===== src/rtl/read_superpixel_pkg.sv =====
// ---------------------------------------------------------------------------
// read_superpixel_pkg
// Shared VGA/superpixel constants, the scan FSM state type and the shift-add
// helpers used to turn a logical superpixel coordinate into a frame-buffer
// address. The draw blocks use the same definitions.
// Ports: none (package).
// ---------------------------------------------------------------------------
package read_superpixel_pkg;

   localparam int SPIXEL_X_WIDTH = 5;
   localparam int SPIXEL_Y_WIDTH = 5;
   localparam logic [SPIXEL_Y_WIDTH-1:0] SPIXEL_Y_MAX = 5'd23;
   localparam int SPIXEL_SIZE    = 20;
   localparam int PIXEL_X_MAX    = 639;
   localparam int PIXEL_Y_MAX    = 479;
   localparam int LINE_STRIDE    = PIXEL_X_MAX + 1;
   localparam int ADDR_WIDTH     = 19;
   localparam int COLOR_ID_WIDTH = 8;
   localparam int RD_LATENCY     = 2;

   localparam int CNT_WIDTH = $clog2(SPIXEL_SIZE);
   localparam logic [CNT_WIDTH-1:0]  CNT_LAST = CNT_WIDTH'(SPIXEL_SIZE - 1);
   localparam logic [ADDR_WIDTH-1:0] STRIDE   = ADDR_WIDTH'(LINE_STRIDE);

   typedef enum logic [1:0] {
      IDLE,
      ISSUE,
      DRAIN,
      DONE
   } spixel_state_t;

   // Multiply by a constant as a sum of shifted copies; only the set bits of
   // the constant produce adders, so no multiplier is inferred.
   function automatic logic [ADDR_WIDTH-1:0] mul_const(input logic [ADDR_WIDTH-1:0] v,
                                                       input int k);
      logic [ADDR_WIDTH-1:0] acc;
      acc = '0;
      for (int i = 0; i < ADDR_WIDTH; i++) begin
         if (k[i]) begin
            acc = acc + (v << i);
         end
      end
      return acc;
   endfunction

   // Address of the top-left physical pixel of superpixel (x, y).
   function automatic logic [ADDR_WIDTH-1:0] spixel_base(input logic [SPIXEL_X_WIDTH-1:0] x,
                                                         input logic [SPIXEL_Y_WIDTH-1:0] y);
      return mul_const(ADDR_WIDTH'(y), SPIXEL_SIZE * LINE_STRIDE)
           + mul_const(ADDR_WIDTH'(x), SPIXEL_SIZE);
   endfunction

endpackage


===== src/rtl/read_superpixel_if.sv =====
// ---------------------------------------------------------------------------
// read_superpixel_if
// Request/response handshake of the superpixel reader plus its frame-buffer
// read port.
//   x, y, ireq                    : query coordinate and request strobe
//   obusy, odone                  : scan in progress / one-cycle completion
//   odata, ouniform, oerr         : query result
//   oaddr, ordren, irdata         : frame-buffer read port
// Modport slave is the reader itself; master is the requester/memory side.
// ---------------------------------------------------------------------------
interface read_superpixel_if;
   import read_superpixel_pkg::*;

   logic [SPIXEL_X_WIDTH-1:0] x;
   logic [SPIXEL_Y_WIDTH-1:0] y;
   logic                      ireq;
   logic                      obusy;
   logic                      odone;
   logic [COLOR_ID_WIDTH-1:0] odata;
   logic                      ouniform;
   logic                      oerr;
   logic [ADDR_WIDTH-1:0]     oaddr;
   logic                      ordren;
   logic [COLOR_ID_WIDTH-1:0] irdata;

   modport slave (
      input  x, y, ireq, irdata,
      output obusy, odone, odata, ouniform, oerr, oaddr, ordren
   );

   modport master (
      output x, y, ireq, irdata,
      input  obusy, odone, odata, ouniform, oerr, oaddr, ordren
   );
endinterface


===== src/rtl/read_superpixel_spixel_addr_gen.sv =====
// ---------------------------------------------------------------------------
// spixel_addr_gen
// Raster address generator for one superpixel. load latches the base address
// of (x, y); while step is high one address per cycle is produced, walking
// SPIXEL_SIZE pixels per row and SPIXEL_SIZE rows. last flags the final
// address of the burst; the address is held after it.
// With READ_SPIXEL_FAST_EN defined only the base address is produced and no
// px/py counters exist.
// Ports: clk, rst_n (sync active-low), load, x, y, step -> addr, rden, last.
// ---------------------------------------------------------------------------
module spixel_addr_gen
   import read_superpixel_pkg::*;
(
   input  logic                      clk,
   input  logic                      rst_n,
   input  logic                      load,
   input  logic [SPIXEL_X_WIDTH-1:0] x,
   input  logic [SPIXEL_Y_WIDTH-1:0] y,
   input  logic                      step,
   output logic [ADDR_WIDTH-1:0]     addr,
   output logic                      rden,
   output logic                      last
);

   logic [ADDR_WIDTH-1:0] addr_q;

`ifdef READ_SPIXEL_FAST_EN
   // Single read: the base address is the only address.
   always_ff @(posedge clk) begin
      if (!rst_n) begin
         addr_q <= '0;
      end else if (load) begin
         addr_q <= spixel_base(x, y);
      end
   end

   assign last = step;
`else
   logic [ADDR_WIDTH-1:0] row_ptr;
   logic [CNT_WIDTH-1:0]  px;
   logic [CNT_WIDTH-1:0]  py;

   // row_ptr remembers the start of the current row so a row wrap is one
   // stride add rather than a recomputation from px/py.
   always_ff @(posedge clk) begin
      if (!rst_n) begin
         addr_q  <= '0;
         row_ptr <= '0;
         px      <= '0;
         py      <= '0;
      end else if (load) begin
         addr_q  <= spixel_base(x, y);
         row_ptr <= spixel_base(x, y);
         px      <= '0;
         py      <= '0;
      end else if (step && !last) begin
         if (px == CNT_LAST) begin
            px      <= '0;
            py      <= py + 1'b1;
            row_ptr <= row_ptr + STRIDE;
            addr_q  <= row_ptr + STRIDE;
         end else begin
            px      <= px + 1'b1;
            addr_q  <= addr_q + 1'b1;
         end
      end
   end

   assign last = (px == CNT_LAST) && (py == CNT_LAST);
`endif

   assign addr = addr_q;
   assign rden = step;

endmodule


===== src/rtl/read_superpixel.sv =====
// ---------------------------------------------------------------------------
// read_superpixel
// Reads every physical pixel of a logical superpixel from the frame buffer
// and reports the top-left colour and whether all pixels share it.
// Ports: clk, rst_n (sync active-low), bus (read_superpixel_if.slave).
// Optional READ_SPIXEL_FAST_EN: read only the top-left pixel and report the
// superpixel as uniform.
// ---------------------------------------------------------------------------
module read_superpixel
   import read_superpixel_pkg::*;
(
   input  logic              clk,
   input  logic              rst_n,
   read_superpixel_if.slave  bus
);

   // Marks the oldest in-flight read, whose data is on irdata this cycle.
   localparam logic [RD_LATENCY-1:0] VLD_TOP = RD_LATENCY'(1) << (RD_LATENCY - 1);

   spixel_state_t state, state_nxt;

   logic                      accept;
   logic                      range_err;
   logic                      rden;
   logic                      last;
   logic [ADDR_WIDTH-1:0]     addr;
   logic [RD_LATENCY-1:0]     vld_sr;
   logic                      rd_valid;
   logic                      drain_empty;
   logic                      got_first;
   logic [COLOR_ID_WIDTH-1:0] odata_q;
   logic                      uniform_q;
   logic                      err_q;

   assign accept      = (state == IDLE) && bus.ireq;
   assign range_err   = (bus.y > SPIXEL_Y_MAX);
   assign rd_valid    = vld_sr[RD_LATENCY-1];
   // Only the final stage may still be occupied: its data is consumed this
   // cycle, so odone next cycle already sees the complete result.
   assign drain_empty = ((vld_sr & ~VLD_TOP) == '0);

   spixel_addr_gen u_addr_gen (
      .clk   (clk),
      .rst_n (rst_n),
      .load  (accept),
      .x     (bus.x),
      .y     (bus.y),
      .step  (state == ISSUE),
      .addr  (addr),
      .rden  (rden),
      .last  (last)
   );

   // State register.
   always_ff @(posedge clk) begin
      if (!rst_n) begin
         state <= IDLE;
      end else begin
         state <= state_nxt;
      end
   end

   // Next-state logic; out-of-range requests skip straight to DONE.
   always_comb begin
      state_nxt = state;
      case (state)
         IDLE: begin
            if (bus.ireq) begin
               state_nxt = range_err ? DONE : ISSUE;
            end
         end
         ISSUE: begin
            if (last) begin
               state_nxt = DRAIN;
            end
         end
         DRAIN: begin
            if (drain_empty) begin
               state_nxt = DONE;
            end
         end
         DONE: begin
            state_nxt = IDLE;
         end
         default: begin
            state_nxt = IDLE;
         end
      endcase
   end

   // Tracks which cycles carry returned read data; cleared by reset so
   // reads in flight at reset are ignored.
   always_ff @(posedge clk) begin
      if (!rst_n) begin
         vld_sr <= '0;
      end else begin
         vld_sr <= (vld_sr << 1) | RD_LATENCY'(rden);
      end
   end

   // Result registers: cleared at acceptance, first return sets the colour.
   always_ff @(posedge clk) begin
      if (!rst_n) begin
         odata_q   <= '0;
         uniform_q <= 1'b0;
         err_q     <= 1'b0;
         got_first <= 1'b0;
      end else if (accept) begin
         odata_q   <= '0;
         uniform_q <= 1'b0;
         err_q     <= range_err;
         got_first <= 1'b0;
      end else if (rd_valid) begin
         got_first <= 1'b1;
         if (!got_first) begin
            odata_q <= bus.irdata;
         end
`ifdef READ_SPIXEL_FAST_EN
         uniform_q <= 1'b1;
`else
         if (!got_first) begin
            uniform_q <= 1'b1;
         end else if (bus.irdata != odata_q) begin
            uniform_q <= 1'b0;
         end
`endif
      end
   end

   assign bus.obusy    = (state == ISSUE) || (state == DRAIN);
   assign bus.odone    = (state == DONE);
   assign bus.odata    = odata_q;
   assign bus.ouniform = uniform_q;
   assign bus.oerr     = err_q;
   assign bus.oaddr    = addr;
   assign bus.ordren   = rden;

endmodule


===== src/flat_wrapper.sv =====
// flat-port wrapper written by rule: the top's interface ports become plain ports
module read_superpixel_flat import read_superpixel_pkg::*;
  (clk, rst_n, bus_x, bus_y, bus_ireq, bus_irdata, bus_obusy, bus_odone, bus_odata, bus_ouniform, bus_oerr, bus_oaddr, bus_ordren);
  read_superpixel_if bus_i ();
  input  logic clk;
  input  logic rst_n;
  input wire logic [$bits(bus_i.x)-1:0] bus_x;
  input wire logic [$bits(bus_i.y)-1:0] bus_y;
  input wire logic [$bits(bus_i.ireq)-1:0] bus_ireq;
  input wire logic [$bits(bus_i.irdata)-1:0] bus_irdata;
  output wire logic [$bits(bus_i.obusy)-1:0] bus_obusy;
  output wire logic [$bits(bus_i.odone)-1:0] bus_odone;
  output wire logic [$bits(bus_i.odata)-1:0] bus_odata;
  output wire logic [$bits(bus_i.ouniform)-1:0] bus_ouniform;
  output wire logic [$bits(bus_i.oerr)-1:0] bus_oerr;
  output wire logic [$bits(bus_i.oaddr)-1:0] bus_oaddr;
  output wire logic [$bits(bus_i.ordren)-1:0] bus_ordren;
  assign bus_i.x = bus_x;
  assign bus_i.y = bus_y;
  assign bus_i.ireq = bus_ireq;
  assign bus_i.irdata = bus_irdata;
  assign bus_obusy = bus_i.obusy;
  assign bus_odone = bus_i.odone;
  assign bus_odata = bus_i.odata;
  assign bus_ouniform = bus_i.ouniform;
  assign bus_oerr = bus_i.oerr;
  assign bus_oaddr = bus_i.oaddr;
  assign bus_ordren = bus_i.ordren;
  read_superpixel u_core (.clk(clk), .rst_n(rst_n), .bus(bus_i));
endmodule

===== config.mk =====
export PLATFORM = sky130hd
export DESIGN_NAME = read_superpixel_flat
export DESIGN_NICKNAME = d
export VERILOG_FILES = /design/src/rtl/read_superpixel_pkg.sv /design/src/rtl/read_superpixel_if.sv /design/src/rtl/read_superpixel_spixel_addr_gen.sv /design/src/rtl/read_superpixel.sv /design/src/flat_wrapper.sv
export SDC_FILE = /design/constraint.sdc
export NUM_CORES = 1
export LEC_CHECK = 0
export ABC_AREA = 1
export BUFFER_PORTS_ARGS = -buffer_cell sky130_fd_sc_hd__buf_2
export CAP_MARGIN = 20
export CORE_MARGIN = 5
export CORE_UTILIZATION = 53
export DETAILED_ROUTE_END_ITERATION = 8
export PLACE_DENSITY_LB_ADDON = 0.08
export SYNTH_ARGS = -nofsm -noshare
export SYNTH_HDL_FRONTEND = slang
export SYNTH_SLANG_ARGS = --single-unit

===== constraint.sdc =====
create_clock -name clk -period 2.1 [get_ports clk]
set_input_delay 0.105 -clock clk [delete_from_list [all_inputs] [get_ports clk]]
set_output_delay 0.105 -clock clk [all_outputs]
set_load 0.03 [all_outputs]

# After elaboration in Yosys (flattened, before gate mapping)
# Index checks and enable logic that the tools add are counted.
[op_classes] n_div=0 mux=24 n_addsub=8 n_eq_ne=10 n_reduce_logical=15 shift=0 n_lt_le_gt_ge=1 n_mul=0 bitwise_logic=3
[op_table] cell="$mux W19" n=16
[op_table] cell="$add A19 B1 Y19 const B" n=1
[op_table] cell="$add A19 B10 Y19 const B" n=1
[op_table] cell="$add A19 B17 Y19" n=1
[op_table] cell="$add A19 B18 Y19" n=1
[op_table] cell="$add A19 B19 Y19" n=1
[op_table] cell="$add A19 B9 Y19" n=1
[op_table] cell="$add A5 B1 Y5 const B" n=2
[op_table] cell="$eq A5 B5 Y1 const B" n=2
[op_table] cell="$mux W2" n=4
[op_table] cell="$ne A8 B8 Y1" n=1
[op_table] cell="$pmux W2 S4" n=1
[op_table] cell="$reduce_and A2 Y1" n=4
[op_table] cell="$ne A2 B2 Y1 const B" n=3
[op_table] cell="$gt A5 B5 Y1 const B" n=1
[op_table] cell="$mux W5" n=1
[op_table] cell="$eq A2 B2 Y1 const B" n=2
[op_table] cell="$logic_not A2 Y1" n=2
[op_table] cell="$reduce_bool A2 Y1" n=2
[op_table] cell="$logic_and A1 B1 Y1" n=3
[op_table] cell="$reduce_and A3 Y1" n=1
[op_table] cell="$eq A2 B1 Y1 const B" n=1
[op_table] cell="$mux W1" n=2
[op_table] cell="$ne A2 B1 Y1 const B" n=1
[op_table] cell="other kinds (5)" n=6
[word_totals] mem_count=0 out_inout_bits=32 inputBits=21 latch_bits=0 rom_bits=0 elab_cells=71 ram_bits=0 ff_bits=63

# Longest topological paths before layout
[depth] ltp_word=12 ltp_mapped=18 depth_no_buf=18

# Modules after synthesis
# From an unflattened synthesis, not the netlist that was laid out.
[unflattened] cells_unflattened=621 area_unflattened_um2=4201.5
[by_module_without_submodules] module="spixel_addr_gen" n_inst=1 seq_area_each_um2=920.9 area_each_um2=3434.5 cells_per_inst=516
[by_module_without_submodules] module="read_superpixel" n_inst=1 seq_area_each_um2=300.3 area_each_um2=767.0 cells_per_inst=105

# Least setup slack after synthesis
# OpenSTA, ideal clock, no wires.
[synth_path] path_type="in2reg" start="in bus_y[0]" end="reg u_core.u_addr_gen.row_ptr[15]" cell_stages=13 n_path_buf=0 setup_slack_ns=-0.111 required_time_ns=1.984 arrival_ns=2.095 path_cell_list="ha_1 fa_1 ha_1 inv_1 fa_1 inv_1 nand3_1 nor2_1 nor2_1 a21oi_1 nand2_1 o211ai_1 inv_1"
[synth_via] elab_chain_cells=10
[synth_lines] element="start: declaration" line_no="flat_wrapper.sv:8" rtl="input wire logic [$bits(bus_i.y)-1:0] bus_y;"
[synth_lines] element="$mux W19" line_no="read_superpixel_spixel_addr_gen.sv:51" rtl="end else if (load) begin"
[synth_lines] element="$mux W19" line_no="read_superpixel_spixel_addr_gen.sv:46" rtl="if (!rst_n) begin"
[synth_lines] element="$add A19 B17 Y19" line_no="read_superpixel_pkg.sv:40" rtl="acc = acc + (v << i);"
[synth_lines] element="$mux W19" line_no="read_superpixel_spixel_addr_gen.sv:51"
[synth_lines] element="$mux W19" line_no="read_superpixel_spixel_addr_gen.sv:46"
[synth_lines] element="$add A19 B18 Y19 (*)" line_no="read_superpixel_pkg.sv:40"
[synth_lines] element="$mux W19 (*)" line_no="read_superpixel_spixel_addr_gen.sv:51"
[synth_lines] element="$mux W19 (*)" line_no="read_superpixel_spixel_addr_gen.sv:46"
[synth_lines] element="$add A19 B19 Y19 (*)" line_no="read_superpixel_pkg.sv:50" rtl="+ mul_const(ADDR_WIDTH'(x), SPIXEL_SIZE);"
[synth_lines] element="$mux W19 (*)" line_no="read_superpixel_spixel_addr_gen.sv:51"
[synth_lines] element="end signal: assignment" line_no="read_superpixel_spixel_addr_gen.sv:53" rtl="row_ptr <= spixel_base(x, y);"
[synth_lines] element="end signal: assignment" line_no="read_superpixel_spixel_addr_gen.sv:60" rtl="row_ptr <= row_ptr + STRIDE;"
[synth_lines] element="end: declaration" line_no="read_superpixel_spixel_addr_gen.sv:39" rtl="logic [ADDR_WIDTH-1:0] row_ptr;"
# Mark *: on every way between the ends. The rest lies on a longest branch, timed or not. The select of a mux whose other input is x is not followed.
# A chain may end at the register's enable or synchronous reset.

# Worst setup path after layout
[layout_path] start="in bus_y[0]" end="reg u_core.u_addr_gen.row_ptr[18]"
# Same word-level chain as after synthesis.

==> results_dict.tcl <==
set metrics [dict create \
    cts_sinks 61 \
    period_minus_slack_ns 2.05 \
    start_kind "primary input" \
    port_buffers 52 \
    wl_per_cell_um 13.3 \
    avgViaCountPerCell 5.28 \
    synth-compound-area-share 0.172 \
    power_uw 5180 \
    place_ws_ns -0.348 \
    layout-area-overhead-vs-synth_pct 20.0 \
    clkPwrFrac 0.181 \
    critPathMaxFanout 4 \
    finalSetupViolCount 0 \
    use_met3 0.0429 \
    synth-xor-area-share 0.0361 \
    seq_area_um2 1220 \
    status "finished clean" \
    rsz0062_at_grt "yes" \
    ir_drop_mv 0.604 \
    switchingPower_uw 2450 \
    synth_cell_types 41 \
    holdWs_ns 0.0177 \
    hold_violations 0 \
    place_congestion 0.831 \
    use_met2 0.391 \
    drive_gt1_frac 0.224 \
    ctsHoldBuffers 0 \
    layout.nets 734 \
    yosys.area_share.simple 0.325 \
    r2r_slack_ns 0.28 \
    tightest_slew_ns 0.345 \
    fill_cells 733 \
    rows 32 \
    grt_antenna_before_repair 0 \
    grt.met1_usage 0.278 \
    grt_max_degree 35 \
    multiInputGateArea_um2 2640 \
    cts.clk_slew.worst_paths_ns 0.08 \
    vias 4196 \
    drv_slew 0 \
    comb_power_share 0.476 \
    totalWireLength_mm 10.6 \
    globalRoute.totalOverflow 0 \
    worstSetupPathType "primary input to register" \
    power_leakage_uw 0.00226 \
    drtPass1Iterations 4 \
    clock_skew_ns 0.0135 \
    clkLatencyLatePin_ns 0.34 \
    cap_violations 0 \
    cts_tree "built" \
    fp.dieW_um 98.2 \
    ant_nets 0 \
    synth_top_family_by_area "simple AND/OR/NAND/NOR gates" \
    swShare 0.472 \
    n_antenna_cell 0 \
    finish.utilization 0.646 \
    grt.total_usage 0.221 \
    coreArea_um2 7650 \
    yosysWarnings 0 \
    period_share 0.976 \
    muxShareOfSynthArea 0 \
    synth_area_per_cell_um2 6.74 \
    crit_path_max_incr_delay_ns 0.54 \
    hold_class "primary input to register" \
    grt_pass1_vias 3832 \
    slew_headroom 0.770 \
    cts_buffer_depth 2 \
    ios 53 \
    layout_setup_ws_ns 0.0501 \
    start_util 0.539 \
    endpoint_kind "register" \
    crit_required_ns 2.32 \
    drt_iter0_drc 221 \
    numCtsBuffers 9 \
    fmax_mhz 488 \
    synth_area_um2 4120 \
    clockRootBuffer "clkbuf_8" \
    critPathSlowestCell "fa_2" \
    die_h_um 98.2 \
    syn_nets 657 \
    dieArea_um2 9640 \
    setup_tns_ns 0 \
    synthAdderAreaFrac 0.0814 \
    internal_power_uw 2740 \
    synth_seq_cells 61 \
    hpwlAfterDp_mm 7.96 \
    grt_pass1_wl_mm 17.7 \
    busiest_layer "met2" \
    powerDensity_nw_per_um2 1050 \
    drc 0 \
    cp_cell_sequence "buf_6 -> ha_4 -> fa_2 -> ha_4 -> inv_2 -> fa_2 -> inv_2 -> nand3_2 -> nor2_2 -> nand4_1 -> buf_4 -> nand3_1 -> a21oi_2" \
    cts_max_level 3 \
    synth_seq_area_share 0.296 \
    cp.arrival_ns 2.27 \
    syn_inst 611 \
    p_seq_frac 0.343 \
]
==> final timing paths <==
check                                                           from                                          to  cells past startpoint
worst max-delay path                                        bus_y[0]  u_core.u_addr_gen.row_ptr[18]$_SDFFE_PN0P_                     13
worst min-delay path                                   bus_irdata[6]            u_core.bus.odata[6]$_SDFFE_PP0P_                      3
worst max register to register  u_core.u_addr_gen.px[0]$_SDFFE_PP0P_      u_core.u_addr_gen.addr[7]$_SDFFE_PN0P_                      8
worst min register to register           u_core.vld_sr[0]$_SDFF_PN0_                 u_core.vld_sr[1]$_SDFF_PN0_                      2
==> cells in the mapped netlist <==
master	count	area, um2
nand2_1	134	503
dfxtp_1	61	1220
inv_1	60	225
nor2_1	59	221
nand3_1	48	240
a21oi_1	41	205
o21ai_0	39	195
o21ai_1	23	115
ha_1	22	275
a31oi_1	16	100
nand4_1	12	75.1
xor2_1	10	87.6
or2_2	9	56.3
buf_2	7	35.0
xnor2_1	7	61.3
nor2_2	6	37.5
inv_2	5	18.8
nor3_1	5	25.0
buf_6	4	45.0
clkbuf_1	4	15.0
nand2_2	4	25.0
o22ai_1	4	25.0
fa_1	3	60.1
nand3b_1	3	22.5
nor2_4	3	33.8
and3_1	2	12.5
clkbuf_2	2	10.0
nand2_4	2	22.5
nand3_2	2	20.0
o211ai_1	2	15.0
o21a_1	2	15.0
a211oi_1	1	7.51
a21oi_2	1	8.76
a221oi_2	1	15.0
buf_1	1	3.75
buf_4	1	7.51
inv_4	1	6.26
nand3_4	1	17.5
nor2_8	1	20.0
o21bai_1	1	7.51
or2_0	1	6.26
==> kinds of logic after synthesis <==
logic type,after synthesis
AO/OA/AOI/OAI,131
buffers and inverters,85
adder cells (fa/ha/maj),25
AND/OR/NAND/NOR,292
XOR/XNOR,17
flip-flops,61
==> cell usage in the layout (no fill, tap or decap), types with 3 or more instances in the layout <==
cell type / n
nand2_1: 132
a21oi_1: 40
nand3b_1: 3
nor2_1: 57
clkbuf_8: 9
inv_1: 58
inv_2: 7
xnor2_1: 7
ha_1: 16
nand3_1: 46
nand2_2: 6
clkinv_2: 3
dfxtp_1: 61
o21ai_1: 23
nand3_2: 4
nor3_1: 5
nor2_4: 5
nor2_2: 6
ha_4: 4
o21ai_0: 39
buf_2: 50
o22ai_1: 4
nand4_1: 12
or2_2: 8
a31oi_1: 16
xor2_1: 9
buf_4: 32
clkinv_4: 3
==> what timing repair did <==
item / in CTS / in global routing
resized for setup: 0 / 14
buffers inserted: 0 / 1
setup endpoints to repair: 0 / 7
==> power by group through the flow <==
stage | Combinational (uW) | Clock [uW] | Sequential (uW)
after floorplan | 1600 | 0 | 2000
after global placement | 2400 | 0 | 1780
after detailed placement | 2440 | 0 | 1800
after CTS | 2460 | 959 | 1770
after global routing | 2740 | 1020 | 1830
final | 2470 | 939 | 1780
==> per-layer routing <==
layer / vias up / part of all wire
li1: 2183 / -
met1: 1901 / 0.43
met2: 101 / 0.49
met3: 11 / 0.067
met4: 0 / 0.013
met5: - / 0
==> registers in the layout, indices dropped and copies added (netlist names) <==
| name | count |
|---|---|
| u_core.state | 2 |
| u_core.got_first | 1 |
| u_core.vld_sr | 2 |
| u_core.u_addr_gen.py | 5 |
| u_core.bus.odata | 8 |
| u_core.u_addr_gen.row_ptr | 17 |
| u_core.u_addr_gen.addr | 19 |
| u_core.bus.oerr | 1 |
| u_core.bus.ouniform | 1 |
| u_core.u_addr_gen.px | 5 |
==> worst max-delay path: cells and delay by family <==
family,cells,cell delay [ns]
buffers and inverters,4,0.36
AND/OR/NAND/NOR,4,0.46
adder cells (fa/ha/maj),4,1.25
AO/OA/AOI/OAI,1,0.07
==> metrics by stage <==
stage                     cells  instance area (um2)
after detailed placement    778                 4700
after CTS                   794                 4880
final                       795                 4940
after global placement      778                 4700
after global routing        795                 4940
after floorplan             611                 4180
==> final cells by class <==
class,count,area share
Clock buffer,9,0.0251
Clock inverter,7,0.0101
Inverter,66,0.0506
Multi-Input combinational cell,465,0.533
Sequential cell,61,0.247
Tap cell,102,0.0258
Timing Repair Buffer,85,0.108
(Power assumes the default switching activity.)
